<file path="src/rtl/rv32i_types.sv">
// Shared constants for the pipeline control slice: stall source indices,
// default geometry and the control-mode encoding used by pipe_ctrl_unit.
package rv32i_types;

    localparam int STALL_IMEM          = 0;
    localparam int STALL_DMEM          = 1;

    localparam int DEF_NUM_STAGES      = 4;
    localparam int DEF_NUM_STALL_SRC   = 2;
    localparam int DEF_REDIRECT_STAGE  = 1;
    localparam int DEF_HAZARD_STAGE    = 0;
    localparam int DEF_ORDER_WIDTH     = 64;
    localparam int PERF_CNT_W          = 32;

    typedef enum logic [1:0] {
        CTRL_ADVANCE,
        CTRL_HAZARD,
        CTRL_FROZEN,
        CTRL_REDIRECT
    } ctrl_mode_e;

    // Redirect beats freeze beats load-use hazard beats plain advance.
    function automatic ctrl_mode_e ctrl_mode(input logic redir, input logic frozen,
                                             input logic hazard);
        if (redir)       return CTRL_REDIRECT;
        else if (frozen) return CTRL_FROZEN;
        else if (hazard) return CTRL_HAZARD;
        else             return CTRL_ADVANCE;
    endfunction

endpackage

</file>
<file path="src/rtl/pipe_ctrl_unit_if.sv">
// Handshake bundle between the pipeline datapath and its control unit.
interface pipe_ctrl_unit_if
    import rv32i_types::*;
#(
    parameter int NUM_STAGES    = DEF_NUM_STAGES,
    parameter int NUM_STALL_SRC = DEF_NUM_STALL_SRC,
    parameter int ORDER_WIDTH   = DEF_ORDER_WIDTH
);
    logic                     fetch_valid;
    logic [NUM_STALL_SRC-1:0] stall_req;
    logic                     redirect;
    logic                     load_use;
    logic                     perf_clr;

    logic [NUM_STAGES-1:0]    stage_en;
    logic [NUM_STAGES-1:0]    stage_flush;
    logic [NUM_STAGES-1:0]    stage_valid;
    logic                     fetch_ready;
    logic                     retire_valid;
    logic [ORDER_WIDTH-1:0]   retire_order;
    logic [PERF_CNT_W-1:0]    stall_cycles;
    logic [PERF_CNT_W-1:0]    redirect_count;

    modport slave (
        input  fetch_valid, stall_req, redirect, load_use, perf_clr,
        output stage_en, stage_flush, stage_valid, fetch_ready,
               retire_valid, retire_order, stall_cycles, redirect_count
    );

    modport master (
        output fetch_valid, stall_req, redirect, load_use, perf_clr,
        input  stage_en, stage_flush, stage_valid, fetch_ready,
               retire_valid, retire_order, stall_cycles, redirect_count
    );

endinterface

</file>
<file path="src/rtl/sat_counter.sv">
// Up-counter that sticks at all-ones; synchronous clear wins over increment.
module sat_counter #(
    parameter int WIDTH = 32
) (
    input  logic             clk,
    input  logic             rst_n,
    input  logic             inc_i,
    input  logic             clr_i,
    output logic [WIDTH-1:0] cnt_o
);
    logic [WIDTH-1:0] cnt_q, cnt_d;

    always_comb begin
        cnt_d = cnt_q;
        if (clr_i)
            cnt_d = '0;
        else if (inc_i && (cnt_q != '1))
            cnt_d = cnt_q + WIDTH'(1);
    end

    always_ff @(posedge clk or negedge rst_n) begin
        if (!rst_n) cnt_q <= '0;
        else        cnt_q <= cnt_d;
    end

    assign cnt_o = cnt_q;

endmodule

</file>
<file path="src/rtl/pipe_ctrl_unit.sv">
// In-order pipeline controller: per-stage enable/flush, valid tracking,
// retire order tagging and freeze/redirect performance counters.
module pipe_ctrl_unit
    import rv32i_types::*;
#(
    parameter int NUM_STAGES     = DEF_NUM_STAGES,
    parameter int NUM_STALL_SRC  = DEF_NUM_STALL_SRC,
    parameter int REDIRECT_STAGE = DEF_REDIRECT_STAGE,
    parameter int HAZARD_STAGE   = DEF_HAZARD_STAGE,
    parameter int ORDER_WIDTH    = DEF_ORDER_WIDTH
) (
    input  logic             clk,
    input  logic             rst_n,
    pipe_ctrl_unit_if.slave  bus
);
    localparam int LAST = NUM_STAGES - 1;

    if ((NUM_STAGES < 3) || (NUM_STAGES > 8)) begin : g_bad_num_stages
        $error("pipe_ctrl_unit: NUM_STAGES must be within 3..8");
    end
    if (!((HAZARD_STAGE < REDIRECT_STAGE) && (REDIRECT_STAGE < NUM_STAGES - 1))) begin : g_bad_stage_map
        $error("pipe_ctrl_unit: need HAZARD_STAGE < REDIRECT_STAGE < NUM_STAGES-1");
    end
    if (NUM_STALL_SRC < 1) begin : g_bad_stall_src
        $error("pipe_ctrl_unit: NUM_STALL_SRC must be at least 1");
    end

    logic [NUM_STAGES-1:0]  valid_q, valid_d;
    logic [NUM_STAGES-1:0]  en, flush, shift_in;
    logic                   frozen, redir, hazard, fetch_rdy, retire;
    logic [ORDER_WIDTH-1:0] order_q, order_d;
    ctrl_mode_e             mode;

    assign frozen = |bus.stall_req;
    assign redir  = bus.redirect & valid_q[REDIRECT_STAGE];
    assign hazard = bus.load_use & valid_q[HAZARD_STAGE] & ~redir;
    assign mode   = ctrl_mode(redir, frozen, hazard);

    always_comb begin
        en        = '1;
        flush     = '0;
        fetch_rdy = 1'b0;
        if (!rst_n) begin
            en    = '0;
            flush = '1;
        end else begin
            case (mode)
                CTRL_REDIRECT: begin
                    // Younger side is squashed even while frozen so the redirect PC can load.
                    fetch_rdy = 1'b1;
                    for (int i = 0; i < NUM_STAGES; i++) begin
                        if (i <= REDIRECT_STAGE) begin
                            en[i]    = 1'b0;
                            flush[i] = 1'b1;
                        end else begin
                            en[i]    = ~frozen;
                        end
                    end
                end
                CTRL_FROZEN: en = '0;
                CTRL_HAZARD: begin
                    for (int i = 0; i < NUM_STAGES; i++) begin
                        if (i <= HAZARD_STAGE) begin
                            en[i] = 1'b0;
                        end else if (i == HAZARD_STAGE + 1) begin
                            en[i]    = 1'b0;
                            flush[i] = 1'b1;
                        end
                    end
                end
                default: fetch_rdy = 1'b1;
            endcase
        end
    end

    assign retire   = rst_n & valid_q[LAST] & ~frozen;
    assign shift_in = {valid_q[NUM_STAGES-2:0], bus.fetch_valid};

    always_comb begin
        valid_d = ((valid_q & ~en) | (shift_in & en)) & ~flush;
        order_d = order_q + ORDER_WIDTH'(retire);
    end

    always_ff @(posedge clk or negedge rst_n) begin
        if (!rst_n) begin
            valid_q <= '0;
            order_q <= '0;
        end else begin
            valid_q <= valid_d;
            order_q <= order_d;
        end
    end

    sat_counter #(.WIDTH(PERF_CNT_W)) u_stall_cnt (
        .clk   (clk),
        .rst_n (rst_n),
        .inc_i (frozen),
        .clr_i (bus.perf_clr),
        .cnt_o (bus.stall_cycles)
    );

    sat_counter #(.WIDTH(PERF_CNT_W)) u_redir_cnt (
        .clk   (clk),
        .rst_n (rst_n),
        .inc_i (redir & ~frozen),
        .clr_i (bus.perf_clr),
        .cnt_o (bus.redirect_count)
    );

    assign bus.stage_en     = en;
    assign bus.stage_flush  = flush;
    assign bus.stage_valid  = valid_q;
    assign bus.fetch_ready  = fetch_rdy;
    assign bus.retire_valid = retire;
    assign bus.retire_order = order_q;

endmodule

</file>
<file path="src/flat_wrapper.sv">
// flat-port wrapper written by rule: the top's interface ports become plain ports
module pipe_ctrl_unit_flat import rv32i_types::*;
#(
    parameter int NUM_STAGES     = DEF_NUM_STAGES,
    parameter int NUM_STALL_SRC  = DEF_NUM_STALL_SRC,
    parameter int REDIRECT_STAGE = DEF_REDIRECT_STAGE,
    parameter int HAZARD_STAGE   = DEF_HAZARD_STAGE,
    parameter int ORDER_WIDTH    = DEF_ORDER_WIDTH
)
  (clk, rst_n, bus_fetch_valid, bus_stall_req, bus_redirect, bus_load_use, bus_perf_clr, bus_stage_en, bus_stage_flush, bus_stage_valid, bus_fetch_ready, bus_retire_valid, bus_retire_order, bus_stall_cycles, bus_redirect_count);
  pipe_ctrl_unit_if #(.NUM_STAGES(NUM_STAGES), .NUM_STALL_SRC(NUM_STALL_SRC), .ORDER_WIDTH(ORDER_WIDTH)) bus_i ();
  input  logic clk;
  input  logic rst_n;
  input wire logic [$bits(bus_i.fetch_valid)-1:0] bus_fetch_valid;
  input wire logic [$bits(bus_i.stall_req)-1:0] bus_stall_req;
  input wire logic [$bits(bus_i.redirect)-1:0] bus_redirect;
  input wire logic [$bits(bus_i.load_use)-1:0] bus_load_use;
  input wire logic [$bits(bus_i.perf_clr)-1:0] bus_perf_clr;
  output wire logic [$bits(bus_i.stage_en)-1:0] bus_stage_en;
  output wire logic [$bits(bus_i.stage_flush)-1:0] bus_stage_flush;
  output wire logic [$bits(bus_i.stage_valid)-1:0] bus_stage_valid;
  output wire logic [$bits(bus_i.fetch_ready)-1:0] bus_fetch_ready;
  output wire logic [$bits(bus_i.retire_valid)-1:0] bus_retire_valid;
  output wire logic [$bits(bus_i.retire_order)-1:0] bus_retire_order;
  output wire logic [$bits(bus_i.stall_cycles)-1:0] bus_stall_cycles;
  output wire logic [$bits(bus_i.redirect_count)-1:0] bus_redirect_count;
  assign bus_i.fetch_valid = bus_fetch_valid;
  assign bus_i.stall_req = bus_stall_req;
  assign bus_i.redirect = bus_redirect;
  assign bus_i.load_use = bus_load_use;
  assign bus_i.perf_clr = bus_perf_clr;
  assign bus_stage_en = bus_i.stage_en;
  assign bus_stage_flush = bus_i.stage_flush;
  assign bus_stage_valid = bus_i.stage_valid;
  assign bus_fetch_ready = bus_i.fetch_ready;
  assign bus_retire_valid = bus_i.retire_valid;
  assign bus_retire_order = bus_i.retire_order;
  assign bus_stall_cycles = bus_i.stall_cycles;
  assign bus_redirect_count = bus_i.redirect_count;
  pipe_ctrl_unit #(.NUM_STAGES(NUM_STAGES), .NUM_STALL_SRC(NUM_STALL_SRC), .REDIRECT_STAGE(REDIRECT_STAGE), .HAZARD_STAGE(HAZARD_STAGE), .ORDER_WIDTH(ORDER_WIDTH)) u_core (.clk(clk), .rst_n(rst_n), .bus(bus_i));
endmodule
</file>
<file path="config.mk">
export PLATFORM = sky130hd
export DESIGN_NAME = pipe_ctrl_unit_flat
export DESIGN_NICKNAME = d
export VERILOG_FILES = /design/src/rtl/rv32i_types.sv /design/src/rtl/pipe_ctrl_unit_if.sv /design/src/rtl/sat_counter.sv /design/src/rtl/pipe_ctrl_unit.sv /design/src/flat_wrapper.sv
export SDC_FILE = /design/constraint.sdc
export NUM_CORES = 1
export LEC_CHECK = 0
export BUFFER_PORTS_ARGS = -buffer_cell sky130_fd_sc_hd__buf_2
export CORE_AREA = 2 2 169 171
export DETAILED_ROUTE_END_ITERATION = 6
export DIE_AREA = 0 0 171 173
export SETUP_SLACK_MARGIN = 0.02
export SYNTH_ARGS = -nofsm -noshare
export SYNTH_HDL_FRONTEND = slang
export SYNTH_SLANG_ARGS = --single-unit
</file>
<file path="constraint.sdc">
create_clock -name clk -period 2 [get_ports clk]
set_input_delay 0 -clock clk [delete_from_list [all_inputs] [get_ports clk]]
set_output_delay 0 -clock clk [all_outputs]
set_load 0.01 [all_outputs]
</file>
==> reports/metrics.yaml <==
grt_first_pass_wirelength_mm: 33.7
design_area_mm2: 0.0100
switching_share_pct: 24.0
start_kind: "flop"
area_delta_synth_final_pct: 46.8
clk_latency_ps: 420
fin_tns_setup_ps: -42.3
fin_crit_sh_pct: 101
grt_max_degree: 137
power_per_cell_area_mw_per_mm2: 627
setup_violations: 3
coreArea_mm2: 0.0276
async_flop_share_pct: 100
placed_area_mm2: 0.00866
pwr-share-comb_pct: 3.2
dieArea_mm2: 0.0296
violations: "hold timing, setup timing"
drc: 0
arrival_ps: 2310
mostFrequentLayoutCell: "buf_2"
relSlewSlack_pct: 50.3
maxCapViolCount: 0
tightest_slew_ps: 745
clk_pin_slew_ps: 60
regArea_mm2: 0.00331
grt_pass1_vias: 6290
clock_path_buffers: 2
hold_buffers: 4
synth.net_count: 718
crit_path_end_kind: "flop"
multi_input_area_mm2: 0.00374
fin_worst_skew_ps: 11.3
netlist_area_mm2: 0.00683
maxSlewViolCount: 0
clockRootBuffer: "clkbuf_16"
fin_ws_ps: -20.9
hold_ws_ps: -243
fillCellCount: 2835
die_y_um: 173
synthCells: 704
numCtsBuffers: 17
rsz0062_at_grt: "yes"
vdd_drop_max_mv: 0.396
viasPerCell: 4.83
clkPwrFrac_pct: 54.1
ys_types: 44
crit_required_ps: 2290
power.switching_mw: 1.51
synth-edff-count: 0
min_path_type: "in2async"
vias: 6575
io_pins: 150
final_cell_mix: "148 x buf_2, 123 x dfrtp_1, 103 x buf_4"
post_synth.cell_area_avg_um2: 9.70
ys_seq_elements: 132
initial_core_util_pct: 24.7
cts_tree: "yes"
std_cell_rows: 61
dr.pass1.iters: 5
fin_crit_ps: 2020
yosys_warnings: 0
seqPwrFrac_pct: 42.7
post-route-util_pct: 36.3
wirelength_mm: 21.7
crit_type: "reg2reg"
status: "finished, violations left"
totalPowerFinal_mw: 6.28
wl_per_cell_um: 15.9
antenna_found_initial: 1
first_iter_violations: 275
die_w_um: 171
htreeDepth: 4
hold_violations: 132
leakage_nw: 4.73
place.gp.congestion: 0.806
drive_gt1_share_pct: 40.4
cts_num_sinks: 132
antenna_left: 0
fin_nets: 983
fmaxAchievable_mhz: 495
internal-power_mw: 4.77
numPortBuffers: 149
overflow: 0
dpl.hpwl_mm: 15.0
synth_flop_cell: "dfrtp_1"
synth-seq-area-share_pct: 48.4
cp_max_fo: 3
grt_usage_pct: 14.2
## worst paths after layout
check / startpoint / slack [ps] / endpoint / cells after the start
worst max-delay path: u_core.bus.stage_valid[3] / -20 / u_core.bus.retire_order[34] / 8
worst min-delay path: rst_n / -240 / u_core.u_redir_cnt.cnt_o[4] / 2
worst max register to register: u_core.bus.stage_valid[3] / -20 / u_core.bus.retire_order[34] / 8
worst min register to register: u_core.bus.retire_order[63] / 470 / u_core.bus.retire_order[63] / 1
max in group asynchronous: rst_n / 1680 / u_core.u_stall_cnt.cnt_o[17] / 2
min in group clk: rst_n / 30 / u_core.bus.retire_order[0] / 3
## power by group through the flow
stage / Clock (mW) / Combinational [mW] / Sequential (mW)
global route: 3.62 / 0.224 / 2.68
floorplan: 0 / 0.0582 / 2.74
global placement: 0 / 0.195 / 2.73
finish: 3.40 / 0.200 / 2.68
CTS: 3.50 / 0.204 / 2.68
detailed placement: 0 / 0.197 / 2.73
## per-layer routing
| layer | routed length, um | track usage, % | share of wire, % | vias to the layer above |
|---|---|---|---|---|
| li1 | - | - | - | 3148 |
| met1 | 10000 | 19.6 | 46 | 3246 |
| met2 | 10300 | 21.7 | 48 | 160 |
| met3 | 912 | 3.23 | 4.2 | 21 |
| met4 | 430 | 5.08 | 2.0 | 0 |
| met5 | 0 | 0 | 0 | - |
## flip-flops by register name, indices dropped and copies added (netlist names)
signal / flops
u_core.u_stall_cnt.cnt_o: 32
u_core.u_redir_cnt.cnt_o: 32
u_core.bus.retire_order: 64
u_core.bus.stage_valid: 4
## logic make-up (layout without fill, tap and decap cells)
| logic type | after synthesis | count (layout) | share of synthesized area, % |
|---|---|---|---|
| other cells | 0 | 1 | 0 |
| compound gates | 120 | 120 | 10.1 |
| flops | 132 | 132 | 48.4 |
| xor+xnor | 66 | 66 | 8.46 |
| fa+ha+maj | 6 | 6 | 1.10 |
| mux | 6 | 6 | 0.953 |
| simple gates | 337 | 337 | 28.1 |
| buf+inv | 37 | 315 | 2.91 |
## cells in the mapped netlist (4+ instances only)
library cell    n  share of area [%]
a21oi_1        57                4.2
and2_1          5               0.46
and3_1         11                1.0
and4_1          8                1.0
buf_2           4               0.29
buf_4           4               0.44
buf_6           5               0.82
clkbuf_1       12               0.66
dfrtp_1       132                 48
ha_1            6                1.1
inv_1          10               0.55
mux2_2          4               0.66
nand2_1        65                3.6
nand3_1        41                3.0
nand4_1        51                4.7
nor2_1         50                2.7
nor2b_1         4               0.37
nor3_1         20                1.5
nor4_1          8               0.73
o21ai_0        29                2.1
o31ai_1        27                3.0
or3_1          27                2.5
or4_1          28                3.1
xnor2_1        29                3.7
xor2_1         37                4.7
## stage by stage
step | worst slack (ps) | hold slack (ps) | instances
finish | -20.9 | -243 | 1361
global route | -149 | -205 | 1360
global placement | -14.0 | 241 | 1294
CTS | -13.9 | -222 | 1335
detailed placement | -45.8 | 235 | 1294
floorplan | -56.1 | -296 | 704
## timing repair
item                                   CTS  global route
endpoints found under the hold margin  138           132
buffers inserted                         5            21
pin swaps                                3            35
setup endpoints to repair               15            82
resized for setup                        7            92
cloned                                   0             5
## critical path, cell delays in order, from the launching register on
cell and delay (ps):
dfrtp_1 350, and3_4 200, ha_4 150, ha_4 120, nand4_1 170, or4_4 490
nor3_4 150, nand4_1 130, xnor2_1 140
## layout make-up
| type | instances | area share, % |
|---|---|---|
| Clock buffer | 18 | 4.38 |
| Timing Repair Buffer | 273 | 18.3 |
| Inverter | 10 | 0.375 |
| Clock inverter | 14 | 1.87 |
| Antenna cell | 1 | 0.0250 |
| Tap cell | 378 | 4.72 |
| Multi-Input combinational cell | 535 | 37.3 |
| Sequential cell | 132 | 33.1 |
Power figures use the tool's default switching activity.
